==> src/rtl/pattern_resp_misr.sv <==
// pattern_resp_misr: MISR response compactor with warm-up flush, sample capture and golden compare.
// Optional macro TOGGLE_CNT_EN adds a saturating toggle_cnt output counting response changes.
module pattern_resp_misr #(
  parameter int unsigned      RESP_W = 9,
  parameter int unsigned      SIG_W  = 16,
  parameter int unsigned      CNT_W  = 16,
  parameter int unsigned      WARMUP = 4,
  parameter logic [SIG_W-1:0] POLY   = 16'h002D
) (
  input  logic              blif_clk_net,
  input  logic              blif_reset_net,
  input  logic              start,
  input  logic              abort,
  input  logic [CNT_W-1:0]  num_samples,
  input  logic [SIG_W-1:0]  golden_sig,
  input  logic              resp_valid,
  input  logic [RESP_W-1:0] resp_in,
  output logic              busy,
  output logic              done,
  output logic              pass,
  output logic [SIG_W-1:0]  signature,
  output logic [CNT_W-1:0]  sample_cnt
`ifdef TOGGLE_CNT_EN
  ,
  output logic [CNT_W-1:0]  toggle_cnt
`endif
);

  typedef enum logic [1:0] {S_IDLE, S_WARMUP, S_CAPTURE, S_DONE} state_t;

  // Warm-up counter runs 0..WARMUP-1; the last value marks the exit edge.
  localparam logic [7:0] WARM_LAST = 8'((WARMUP > 0) ? WARMUP - 1 : 0);

  state_t             state_q, state_d;
  logic [7:0]         warm_q, warm_d;
  logic [CNT_W-1:0]   num_q, num_d;
  logic [SIG_W-1:0]   golden_q, golden_d;
  logic [SIG_W-1:0]   sig_q, sig_d;
  logic [CNT_W-1:0]   cnt_q, cnt_d;
  logic               pass_q, pass_d;

  logic               abort_run;
  logic               accept;
  logic [SIG_W-1:0]   resp_ext;
  logic [SIG_W-1:0]   fold_sig;
  logic [CNT_W-1:0]   cnt_inc;

  assign abort_run = abort && (state_q != S_IDLE);
  assign accept    = start && !abort_run && ((state_q == S_IDLE) || (state_q == S_DONE));

  always_comb begin
    state_d  = state_q;
    warm_d   = warm_q;
    num_d    = num_q;
    golden_d = golden_q;
    sig_d    = sig_q;
    cnt_d    = cnt_q;
    pass_d   = pass_q;

    resp_ext = '0;
    resp_ext[RESP_W-1:0] = resp_in;
    fold_sig = {sig_q[SIG_W-2:0], 1'b0} ^ (sig_q[SIG_W-1] ? POLY : '0) ^ resp_ext;
    cnt_inc  = cnt_q + 1'b1;

    if (abort_run) begin
      state_d = S_IDLE;
      pass_d  = 1'b0;
    end else if (accept) begin
      num_d    = num_samples;
      golden_d = golden_sig;
      sig_d    = '0;
      cnt_d    = '0;
      warm_d   = '0;
      pass_d   = 1'b0;
      // With no warm-up, an empty run must finish at once or the counter would wrap.
      if (WARMUP != 0) begin
        state_d = S_WARMUP;
      end else if (num_samples == '0) begin
        state_d = S_DONE;
        pass_d  = (golden_sig == '0);
      end else begin
        state_d = S_CAPTURE;
      end
    end else begin
      case (state_q)
        S_WARMUP: begin
          if (warm_q == WARM_LAST) begin
            if (num_q == '0) begin
              state_d = S_DONE;
              pass_d  = (golden_q == '0);
            end else begin
              state_d = S_CAPTURE;
            end
          end else begin
            warm_d = warm_q + 1'b1;
          end
        end
        S_CAPTURE: begin
          if (resp_valid) begin
            sig_d = fold_sig;
            cnt_d = cnt_inc;
            if (cnt_inc == num_q) begin
              state_d = S_DONE;
              pass_d  = (fold_sig == golden_q);
            end
          end
        end
        default: ;
      endcase
    end
  end

  always_ff @(posedge blif_clk_net or negedge blif_reset_net) begin
    if (!blif_reset_net) begin
      state_q  <= S_IDLE;
      warm_q   <= '0;
      num_q    <= '0;
      golden_q <= '0;
      sig_q    <= '0;
      cnt_q    <= '0;
      pass_q   <= 1'b0;
    end else begin
      state_q  <= state_d;
      warm_q   <= warm_d;
      num_q    <= num_d;
      golden_q <= golden_d;
      sig_q    <= sig_d;
      cnt_q    <= cnt_d;
      pass_q   <= pass_d;
    end
  end

  assign busy       = (state_q == S_WARMUP) || (state_q == S_CAPTURE);
  assign done       = (state_q == S_DONE);
  assign pass       = pass_q && done;
  assign signature  = sig_q;
  assign sample_cnt = cnt_q;

`ifdef TOGGLE_CNT_EN
  logic [CNT_W-1:0]  toggle_q, toggle_d;
  logic [RESP_W-1:0] prev_q, prev_d;

  // The previous-sample register starts at zero so the first sample compares against 0.
  always_comb begin
    toggle_d = toggle_q;
    prev_d   = prev_q;
    if (accept) begin
      toggle_d = '0;
      prev_d   = '0;
    end else if (!abort_run && (state_q == S_CAPTURE) && resp_valid) begin
      prev_d = resp_in;
      if ((resp_in != prev_q) && (toggle_q != '1)) begin
        toggle_d = toggle_q + 1'b1;
      end
    end
  end

  always_ff @(posedge blif_clk_net or negedge blif_reset_net) begin
    if (!blif_reset_net) begin
      toggle_q <= '0;
      prev_q   <= '0;
    end else begin
      toggle_q <= toggle_d;
      prev_q   <= prev_d;
    end
  end

  assign toggle_cnt = toggle_q;
`endif

endmodule

==> config.mk <==
export PLATFORM = sky130hd
export DESIGN_NAME = pattern_resp_misr
export DESIGN_NICKNAME = d
export VERILOG_FILES = /design/src/rtl/pattern_resp_misr.sv
export SDC_FILE = /design/constraint.sdc
export NUM_CORES = 1
export LEC_CHECK = 0
export CORE_ASPECT_RATIO = 1.75
export CORE_MARGIN = 8
export CORE_UTILIZATION = 45
export DETAILED_ROUTE_END_ITERATION = 10
export PLACE_DENSITY_LB_ADDON = 0.25
export SLEW_MARGIN = 20
export SYNTH_ARGS = -nofsm -noshare
export SYNTH_HDL_FRONTEND = slang
export SYNTH_SLANG_ARGS = --single-unit
export TNS_END_PERCENT = 10
==> constraint.sdc <==
create_clock -name blif_clk_net -period 2.7 [get_ports blif_clk_net]
set_input_delay 0.54 -clock blif_clk_net [delete_from_list [all_inputs] [get_ports blif_clk_net]]
set_output_delay 0.54 -clock blif_clk_net [all_outputs]
set_load 0.01 [all_outputs]
* Word-level counts from Yosys, hierarchy flattened
Index checks and enable logic that the tools add are counted.
** Operators by class
- $add $sub $neg :: 2
- Multiply operators :: 0
- Divide/modulo/power cells :: 0
- Order comparisons :: 0
- Equality and inequality tests :: 11
- Shift-type cells :: 0
- Multiplexer cells :: 24
- Bitwise gates (word level) :: 3
- Reductions and logical operators :: 20
** Operators by type and width (number)
- 16-bit two-way mux :: 6
- 16-bit == test :: 2
- 16-bit zero test :: 2
- 8-bit two-way mux :: 3
- 16-bit by 1-bit adder with 16-bit output, second input constant :: 1
- 4-bit inequality test, second input constant :: 4
- 16-bit by 6-bit bitwise XOR with 16-bit output :: 1
- 16-bit by 9-bit bitwise XOR with 16-bit output :: 1
- 2-bit two-way mux :: 5
- 8-bit by 1-bit adder with 8-bit output, second input constant :: 1
- 8-bit by 2-bit == test with 1-bit output, second input constant :: 1
- 2-bit nonzero test :: 4
- 1-bit two-way mux :: 7
- 6-bit two-way mux :: 1
- 3-bit AND reduction :: 2
- 5-bit AND reduction :: 1
- 2-bit == test, second input constant :: 2
- 1-bit logical AND :: 4
- 2-bit one-hot mux with 2 select lines :: 1
- 4-bit AND reduction :: 1
- 4-bit nonzero test :: 1
- 2-bit by 1-bit == test with 1-bit output, second input constant :: 1
- 2-bit zero test :: 1
- 1-bit logical OR :: 2
- 5 further kinds :: 5
** Storage, ports and cells
- Flip-flop bits (word level) :: 75
- Latch bits :: 0
- RAM bits :: 0
- ROM bits :: 0
- Input bits :: 46
- Output and inout bits :: 35
- Logic and storage cells :: 67
- Memories :: 0

* Longest topological paths before layout
Gate-level depths: netlist of run 1.
- Depth in word-level cells :: 9
- Mapped depth :: 10
- Mapped depth without buffers :: 9

* Worst setup path after synthesis of run 1
OpenSTA, ideal clock, no wires.
- Path kind :: register to register
- From :: reg cnt_q[0] (netlist: sample_cnt[0])
- To :: reg state_q[0]
- Library setup time :: 0.128 ns
- Data arrival time :: 2.535 ns
- Required time :: 2.572 ns
- Slack :: 0.037 ns
- Stages on the path, launching flop included :: 9
- Buffers on the path :: 0
- Clock period less this slack :: 2.663 ns
- Cells stage by stage :: dfrtp_1 > ha_1 > and3_4 > nand4_2 > or3_1 > a2111oi_2 > nand4_1 > a31oi_1 > mux2_1
** Between the ends
- Longest elaborated chain between the ends :: 4
** RTL lines
- start, declared :: RTL line 39 : logic [CNT_W-1:0] cnt_q, cnt_d;
- start signal, assigned :: RTL line 128 : cnt_q <= cnt_d;
- 16-bit by 1-bit adder with 16-bit output :: RTL line 63 : cnt_inc = cnt_q + 1'b1;
- 16-bit == test :: RTL line 102 : if (cnt_inc == num_q) begin
- 4-bit inequality test (no line)
- 4-bit AND reduction (no line)
- end signal, assigned :: RTL line 123 : state_q <= state_d;
- end, declared :: RTL line 34 : state_t state_q, state_d;
No other way between the ends.
A chain may end at the register's enable or synchronous reset.

* Worst setup path in the final report of run 1
- From :: reg cnt_q[0] (netlist: sample_cnt[0])
- To :: reg pass_q
** Between the ends
- Longest elaborated chain between the ends :: 4
** RTL lines
- 16-bit by 1-bit adder with 16-bit output :: RTL line 63
- 16-bit == test :: RTL line 102
- 4-bit inequality test (no line)
- 5-bit AND reduction (no line)
- end signal, assigned :: RTL line 129 : pass_q <= pass_d;
- end, declared :: RTL line 40 : logic pass_q, pass_d;
No other way between the ends.

==> flow_metrics.tcl, run 1 <==
set metrics [dict create \
    skew_ns 0.005062 \
    cts_root_buf "clkbuf_16" \
    final.min_clock_period_ns 2.556 \
    multi_input_area_um2 2182 \
    grtUsageTotal 0.1862 \
    mostFrequentLayoutCells "79 x clkdlybuf4s50_1, 74 x dfrtp_1, 32 x mux2_2, 32 x o21ai_0" \
    ys_seq_elements 75 \
    synth_flop_cell "dfrtp_1" \
    ff_latch_area_um2 1878 \
    n_fill_cell 803 \
    internal_power_uw 3153 \
    clock-sinks 75 \
    grt_pass1_vias 3705 \
    diodes 0 \
    ant_nets 0 \
    cp_data_required_time_ns 2.94 \
    power_density_nw_per_um2 915.5 \
    netlist_instances 402 \
    place_congestion 0.8843 \
    fp.coreArea_um2 9036 \
    cts_tree "yes" \
    period_share 0.9467 \
    initial_core_util 0.4633 \
    mostFrequentLayoutCell "clkdlybuf4s50_1" \
    final_cells 622 \
    overflow 0 \
    vdd_ir_drop_max_uv 591.7 \
    slew_headroom 0.6169 \
    die_h_um 143.6 \
    post_dp_cell_area_um2 5186 \
    cp-start-kind "flip-flop" \
    cts_max_path_buffers 2 \
    post_route_cells_drive_above_1_share 0.1753 \
    slew_viol_final 0 \
    crit_chain "ha_2 > and3_4 > nand4_2 > or3_1 > a2111oi_2 > nand4_1 > buf_4 > and2_0 > o31ai_2" \
    fin_ws_ns 0.1439 \
    io_buffers 80 \
    hp-class "in2async" \
    worst_pin_slew_ns 0.5747 \
    nNetsFinal 550 \
    p_leak_uw 0.002307 \
    core.rowCount 46 \
    num_io_pins 81 \
    syn_to_final_growth_pct 31.32 \
    post-place-ws_ns 0.1002 \
    yosys_warnings 0 \
    syn_area_um2 4187 \
    crit_path_top_delay_cell "or3_1" \
    clock_latency_ns 0.33 \
    vias 3496 \
    dp.cells 605 \
    antenna_found_initial 0 \
    seq_power_share 0.374 \
    switchingPower_uw 1881 \
    clk_pin_slew_ns 0.06 \
    final_cell_area_um2 5498 \
    drt_iter0_markers 140 \
    ys_async_sr_fraction 1.000 \
    max_stage_delay_ns 0.40 \
    ys_seq_area_frac 0.4483 \
    drv_cap 0 \
    grt_pass1_wl_um 18120 \
    synthesis.nets 455 \
    die_x_um 88.91 \
    yosysUniqueCellTypes 58 \
    wl_per_cell_um 18.10 \
    drc_errors 0 \
    die_area_um2 12770 \
    cts_buffers 9 \
    crit_type "reg2reg" \
    tns_ns 0 \
    switching_share 0.3737 \
    max_freq_mhz 391.2 \
    finalHoldViolations 0 \
    setup_viol 0 \
    grt_max_degree 35 \
    syn_area_per_cell_um2 10.41 \
    htreeDepth 3 \
    totalWireLength_um 11260 \
    cp_data_arrival_time_ns 2.80 \
    status "finished, final reports clean" \
    via_per_inst 5.621 \
    end_kind "flip-flop" \
    cts_hold_buffers 0 \
    combPwrFrac 0.401 \
    synth_edf_count 0 \
    grt_setup_unrepaired "false" \
    crit_fanout 4 \
    firstDrtPassIters 4 \
    dp_hpwl_um 8539 \
    power_frac_clock 0.225 \
]
-- Yosys cell counts, drive strengths merged (2+ instances only) --
cell	instances	area share
and2	4	0.0060
nand3	14	0.017
nor2b	4	0.0060
mux2i	2	0.0048
a22o	8	0.017
mux2	33	0.089
nor3b	2	0.0036
o31ai	6	0.011
xnor2	26	0.054
nor2	30	0.027
nor3	2	0.0024
ha	7	0.021
a311oi	2	0.0042
and4	2	0.0042
nand2	28	0.025
buf	6	0.015
or3	2	0.0030
a211oi	3	0.0054
a31oi	4	0.0060
xor2	27	0.056
a2111oi	2	0.0057
a21o	3	0.0057
nand4	13	0.021
o21ai	32	0.038
nand2b	3	0.0045
dfrtp	75	0.45
a21oi	6	0.0072
clkbuf	12	0.016
inv	8	0.0072
nor4	14	0.026
and3	6	0.011
-- critical path, delay by kind of cell, from the launching register on --
kind	cells	cell delay [ns]
adders and majority gates	1	0.21
DFF	1	0.36
buffers and inverters	1	0.20
and+or+nand+nor	5	1.10
AOI/OAI and AO/OA	2	0.60
-- worst paths after layout --
| check | startpoint | to | slack (ns) | depth (start not counted) |
|---|---|---|---|---|
| max in group asynchronous | blif_reset_net | sample_cnt[13] | 1.85 | 2 |
| max reg2reg | sample_cnt[0] | pass_q | 0.14 | 9 |
| min | blif_reset_net | golden_q[8] | 0.20 | 1 |
| min reg2reg | sample_cnt[15] | sample_cnt[15] | 0.53 | 1 |
| max | sample_cnt[0] | pass_q | 0.14 | 9 |
| min in group blif_clk_net | sample_cnt[15] | sample_cnt[15] | 0.53 | 1 |
-- metal layers --
layer	share of wire	track usage	vias to the layer above
li1	-	-	1652
met1	0.36	0.1820	1707
met2	0.54	0.3383	108
met3	0.067	0.05435	29
met4	0.035	0.09327	0
met5	0	0	-
-- logic make-up after synthesis --
family	share of synthesized area
adder cells (fa/ha/maj)	0.02092
XOR/XNOR	0.1109
multiplexers	0.09355
flip-flops	0.4483
buffers and inverters	0.03796
AO/OA/AOI/OAI	0.1207
AND/OR/NAND/NOR	0.1677
-- state kept, by name (all words and copies together) (netlist names) --
register / cells
golden_q: 16
num_q: 16
pass_q: 1
sample_cnt: 16
signature: 16
state_q: 2
warm_q: 8
-- timing repair --
item                       4_1_cts  5_1_grt
resized for setup                0        5
setup endpoints to repair        0        1
buffers inserted                 0        1
-- power by group through the flow --
stage	logic [uW]	clock network, uW	registers [uW]
final	2020	1130	1880
after floorplan	1340	0	1800
after global placement	1960	0	1890
after CTS	2040	1160	1880
after detailed placement	2020	0	1890
after global routing	2210	1210	1930
-- through the flow --
step           power, uW  utilization  hold WS (ns)
2_1_floorplan       3141            -        0.2444
3_3_place_gp        3851       0.5739        0.5131
3_5_place_dp        3913       0.5739        0.5216
4_1_cts             5073       0.6054        0.2100
5_1_grt             5348       0.6084        0.2466
6_report            5033       0.6084        0.1974
-- final cells by class --
cell class,count,share of cell area
Sequential cell,75,0.3416
Tap cell,120,0.02731
Clock inverter,7,0.01070
Inverter,8,0.005462
Timing Repair Buffer,102,0.1771
Multi-Input combinational cell,301,0.3969
Clock buffer,9,0.04096
(Power assumes the default switching activity.)
==> inputs of run 2 (changes only) <==
REMOVE_ABC_BUFFERS = 1   (was not set)
==> run 2 against run 1 <==
Compared with the run above:
- global-route usage fell by 0.24 points
- wire length fell by 1.4%
- die area did not move
- final area rose by 1.4%
- fmax fell by 1.5%
- clock skew barely moved
- sequential power barely moved
- critical path type unchanged
- highest routed layer unchanged
==> flow_metrics.tcl, run 2 (same netlist as run 1, synthesis figures left out) <==
set metrics [dict create \
    mostFrequentLayoutCells "79 x clkdlybuf4s50_1, 75 x dfrtp_1, 32 x mux2_2, 32 x o21ai_0, 29 x nor2_1" \
    slew_headroom 0.5848 \
    cp-endpoint "state_q[0]" \
    core.rowCount 46 \
    num_io_pins 81 \
    cts_buffers 9 \
    cp-start-kind "flip-flop" \
    worst_pin_slew_ns 0.6213 \
    vdd_ir_drop_max_uv 498.4 \
    clk_pin_slew_ns 0.06 \
    max_stage_delay_ns 0.40 \
    initial_core_util 0.4633 \
    slew_viol_final 0 \
    setup_viol 0 \
    antenna_found_initial 0 \
    p_leak_uw 0.002352 \
    totalWireLength_um 11090 \
    setup.worst_path.start "sample_cnt[1]" \
    cp_data_required_time_ns 2.92 \
    period_share 0.9608 \
    mostFrequentLayoutCell "clkdlybuf4s50_1" \
    htreeDepth 3 \
    max_freq_mhz 385.5 \
    final.min_clock_period_ns 2.594 \
    firstDrtPassIters 4 \
    cts_root_buf "clkbuf_16" \
    grtUsageTotal 0.1839 \
    grt_pass1_wl_um 17920 \
    io_buffers 80 \
    tns_ns 0 \
    post_dp_cell_area_um2 5186 \
    skew_ns 0.005340 \
    syn_to_final_growth_pct 33.11 \
    drc_errors 0 \
    power_uw 5167 \
    post_route_cells_drive_above_1_share 0.1838 \
    power_density_nw_per_um2 927.2 \
    cts_hold_buffers 0 \
    drv_cap 0 \
    drt_iter0_markers 131 \
    via_per_inst 5.625 \
    ant_nets 0 \
    cp_data_arrival_time_ns 2.81 \
    fin_ws_ns 0.1059 \
    grt_pass1_vias 3685 \
    clock-sinks 75 \
    end_kind "flip-flop" \
    r2r_slack_ns 0.11 \
    grt_max_degree 55 \
    die_area_um2 12770 \
    wl_per_cell_um 17.72 \
    fp.coreArea_um2 9036 \
    diodes 0 \
    die_h_um 143.6 \
    nNetsFinal 554 \
    post-place-ws_ns 0.02544 \
    rr_worst_depth 8 \
    overflow 0 \
    rr_endpoint "state_q[0]" \
    final_cell_area_um2 5573 \
    place_congestion 0.9311 \
    cts_tree "yes" \
    vias 3521 \
    crit_fanout 4 \
    status "finished, final reports clean" \
    finalHoldViolations 0 \
    clock_latency_ns 0.34 \
    crit_type "reg2reg" \
    die_x_um 88.91 \
    cts_max_path_buffers 2 \
    dp_hpwl_um 8436 \
    n_fill_cell 763 \
    hp-class "in2async" \
    crit_chain "ha_2 > and3_4 > nand4_2 > or3_4 > a2111oi_2 > nand4_1 > a31oi_1 > mux2_1" \
    crit_path_top_delay_cell "or3_4" \
    worstReg2RegStart "sample_cnt[1]" \
]
## run 2: cell count changes in the layout (fill, tap and decap cells not counted), moves of 2 or more
cell	previous run	this run
bufinv_16	0	2
buf_4	21	25
clkinv_2	0	3
nand3_1	14	12
nand3_2	0	2
inv_6	4	1
## run 2: repair_timing
action                     in CTS  in global routing
hold endpoints to repair        0                  0
resized for setup               0                  7
setup endpoints to repair       0                  2
setup buffers                   0                  5
## run 2: cell type report
class,count,area (um2),area share
clock buffer,9,225.2,0.04041
sequential,75,1877,0.3368
tap,120,150.1,0.02694
inverter,8,30.03,0.005388
timing repair buffer,106,1003,0.1801
multi-input combinational,301,2196,0.3940
clock inverter,7,91.34,0.01639
## run 2: power breakdown
group	total (uW)	internal [uW]	switching (uW)	leakage (uW)
clock	1270	806	462	0.000156
sequential	1870	1480	390	0.000964
combinational	2030	1050	979	0.00123
total	5170	3340	1830	0.00235
## run 2: worst min path at each step
stage	cells past startpoint	to	slack, ns
finish	1	sample_cnt[8]	0.17
detailed placement	2	signature[0]	0.52
global placement	2	signature[7]	0.52
floorplan	0	golden_q[0]	0.24
global route	1	sample_cnt[4]	0.21
CTS	1	sample_cnt[8]	0.18
## run 2: worst max-delay path: cells and delay by family (launching register included)
kind,cells,cell delay (ns)
and+or+nand+nor,4,0.97
muxes,1,0.34
adders and majority gates,1,0.22
DFF,1,0.36
AOI/OAI and AO/OA,2,0.59
## run 2: layer usage
| layer | global-route usage | vias to the layer above | wire, um |
|---|---|---|---|
| met1 | 0.1937 | 1741 | 4155 |
| met5 | 0 | - | 0 |
| li1 | - | 1651 | - |
| met3 | 0.04977 | 21 | 598 |
| met2 | 0.3175 | 108 | 6008 |
| met4 | 0.1004 | 0 | 331 |
## run 2: stage by stage
| step | hold WS (ns) | utilization | std cells |
|---|---|---|---|
| after floorplan | 0.2444 | - | 384 |
| after global placement | 0.5154 | 0.5739 | 605 |
| after detailed placement | 0.5167 | 0.5739 | 605 |
| after CTS | 0.1833 | 0.6090 | 621 |
| after global routing | 0.2123 | 0.6167 | 626 |
| final | 0.1689 | 0.6167 | 626 |
==> inputs of run 3 (changes only) <==
CAP_MARGIN = 20   (was not set)
CORE_ASPECT_RATIO = 0.8   (was 1.75)
==> run 3 against run 2 <==
Compared with the run above:
- power barely moved
- fmax increased by 0.25%
- worst setup slack improved by 0.0065 ns
- non-clock buffer count fell by 4
- utilization fell by 0.49 points
- sequential share of layout area increased by 0.29 points
- clock power barely moved
- via count down 1.3%
- die area decreased by 0.80%
- critical path type unchanged
==> flow_metrics.tcl, run 3 (same netlist as run 1, synthesis figures left out) <==
set metrics [dict create \
    status "finished, final reports clean" \
    post-place-ws_ns 0.1358 \
    worstReg2RegStart "sample_cnt[1]" \
    grt_pass1_vias 3523 \
    initial_core_util 0.4632 \
    fin_ws_ns 0.1124 \
    r2r_slack_ns 0.11 \
    final_cells 617 \
    drv_cap 0 \
    max_freq_mhz 386.5 \
    cp-start-kind "flip-flop" \
    clock_latency_ns 0.34 \
    dp.cells 599 \
    cts_max_path_buffers 2 \
    core.rowCount 31 \
    crit_fanout 4 \
    use_met2 0.2625 \
    wl_per_cell_um 18.01 \
    final.min_clock_period_ns 2.588 \
    drc_errors 0 \
    grt_pass1_wl_um 18260 \
    cts_tree "yes" \
    die_x_um 123.8 \
    post_route_cells_drive_above_1_share 0.1733 \
    drt_iter0_markers 231 \
    met1_usage 0.2621 \
    mostFrequentLayoutCells "79 x clkdlybuf4s50_1, 74 x dfrtp_1, 32 x mux2_2, 32 x o21ai_0, 29 x nor2_1" \
    final_cell_area_um2 5529 \
    grt_use_met3 0.05301 \
    setup_viol 0 \
    p_leak_uw 0.002324 \
    firstDrtPassIters 5 \
    vias 3474 \
    slew_headroom 0.4497 \
    io_buffers 80 \
    mostFrequentLayoutCell "clkdlybuf4s50_1" \
    cts_hold_buffers 0 \
    top_usage_layer "met2" \
    cp_data_arrival_time_ns 2.82 \
    crit_type "reg2reg" \
    post_dp_cell_area_um2 5172 \
    grt_max_degree 36 \
    nNetsFinal 550 \
    syn_to_final_growth_pct 32.07 \
    period_share 0.9584 \
    die_h_um 102.3 \
    diodes 0 \
    die_area_um2 12670 \
    finalHoldViolations 0 \
    ant_nets 0 \
    overflow 0 \
    cts_buffers 9 \
    htreeDepth 3 \
    cts_root_buf "clkbuf_16" \
    vdd_ir_drop_max_uv 418.0 \
    via_per_inst 5.630 \
    antenna_found_initial 0 \
    dp_hpwl_um 8256 \
    rr_worst_depth 8 \
    num_io_pins 81 \
    power_density_nw_per_um2 933.9 \
    fp.coreArea_um2 9037 \
    cp_data_required_time_ns 2.93 \
    totalWireLength_um 11120 \
    grtUsageTotal 0.1855 \
    skew_ns 0.005934 \
    clk_pin_slew_ns 0.06 \
    hp-class "in2async" \
    fin_util 0.6118 \
    end_kind "flip-flop" \
    slew_viol_final 0 \
    worst_pin_slew_ns 0.8254 \
    rr_endpoint "state_q[0]" \
    place_congestion 0.8985 \
    clock-sinks 75 \
]
==> run 3: per-layer routing <==
layer	wire length, um	vias to the layer above	part of all wire
met5	0	-	0
met4	143	0	0.013
met3	812	15	0.073
met2	4782	124	0.43
met1	5376	1695	0.48
li1	-	1640	-
==> run 3: final cells by class <==
type	instances	area (um2)
fill	737	3508
sequential	75	1878
multi-input combinational	301	2193
clock buffer	10	239.0
clock inverter	6	71.32
timing repair buffer	102	973.4
tap	115	143.9
inverter	8	30.03
==> run 3: per-stage QoR <==
step | power [uW] | setup TNS (ns) | hold WS, ns
floorplan | 3108 | -59.11 | 0.2444
global placement | 3828 | 0 | 0.5199
detailed placement | 3895 | 0 | 0.5265
CTS | 5173 | 0 | 0.3148
global route | 5484 | -0.03992 | 0.3497
finish | 5163 | 0 | 0.2932
==> run 3: worst max path at each step <==
stage,start,end,cells after the start
after floorplan,state_q[0],sample_cnt[4],9
after global placement,sample_cnt[0],state_q[0],9
after detailed placement,sample_cnt[0],state_q[0],9
after CTS,sample_cnt[0],state_q[0],9
after global routing,sample_cnt[3],state_q[0],8
final,sample_cnt[1],state_q[0],8
==> run 3: repair_timing <==
action	CTS	global route
hold endpoints to repair	0	0
buffers inserted	0	2
setup endpoints to repair	0	2
gates resized for setup	0	6
==> run 3: worst max-delay path, cell delays in order, from the launching register on <==
cell and delay [ns]:
dfrtp_1 0.36, ha_2 0.22, and3_4 0.23, nand4_2 0.13, or3_1 0.41, a2111oi_4 0.35, nand4_1 0.20, a31oi_1 0.24
mux2_1 0.33
==> run 3: power by group <==
| part | internal (uW) | total, uW | switching [uW] |
|---|---|---|---|
| clock | 750 | 1250 | 504 |
| sequential | 1480 | 1870 | 396 |
| combinational | 1050 | 2040 | 985 |
| total | 3280 | 5160 | 1880 |
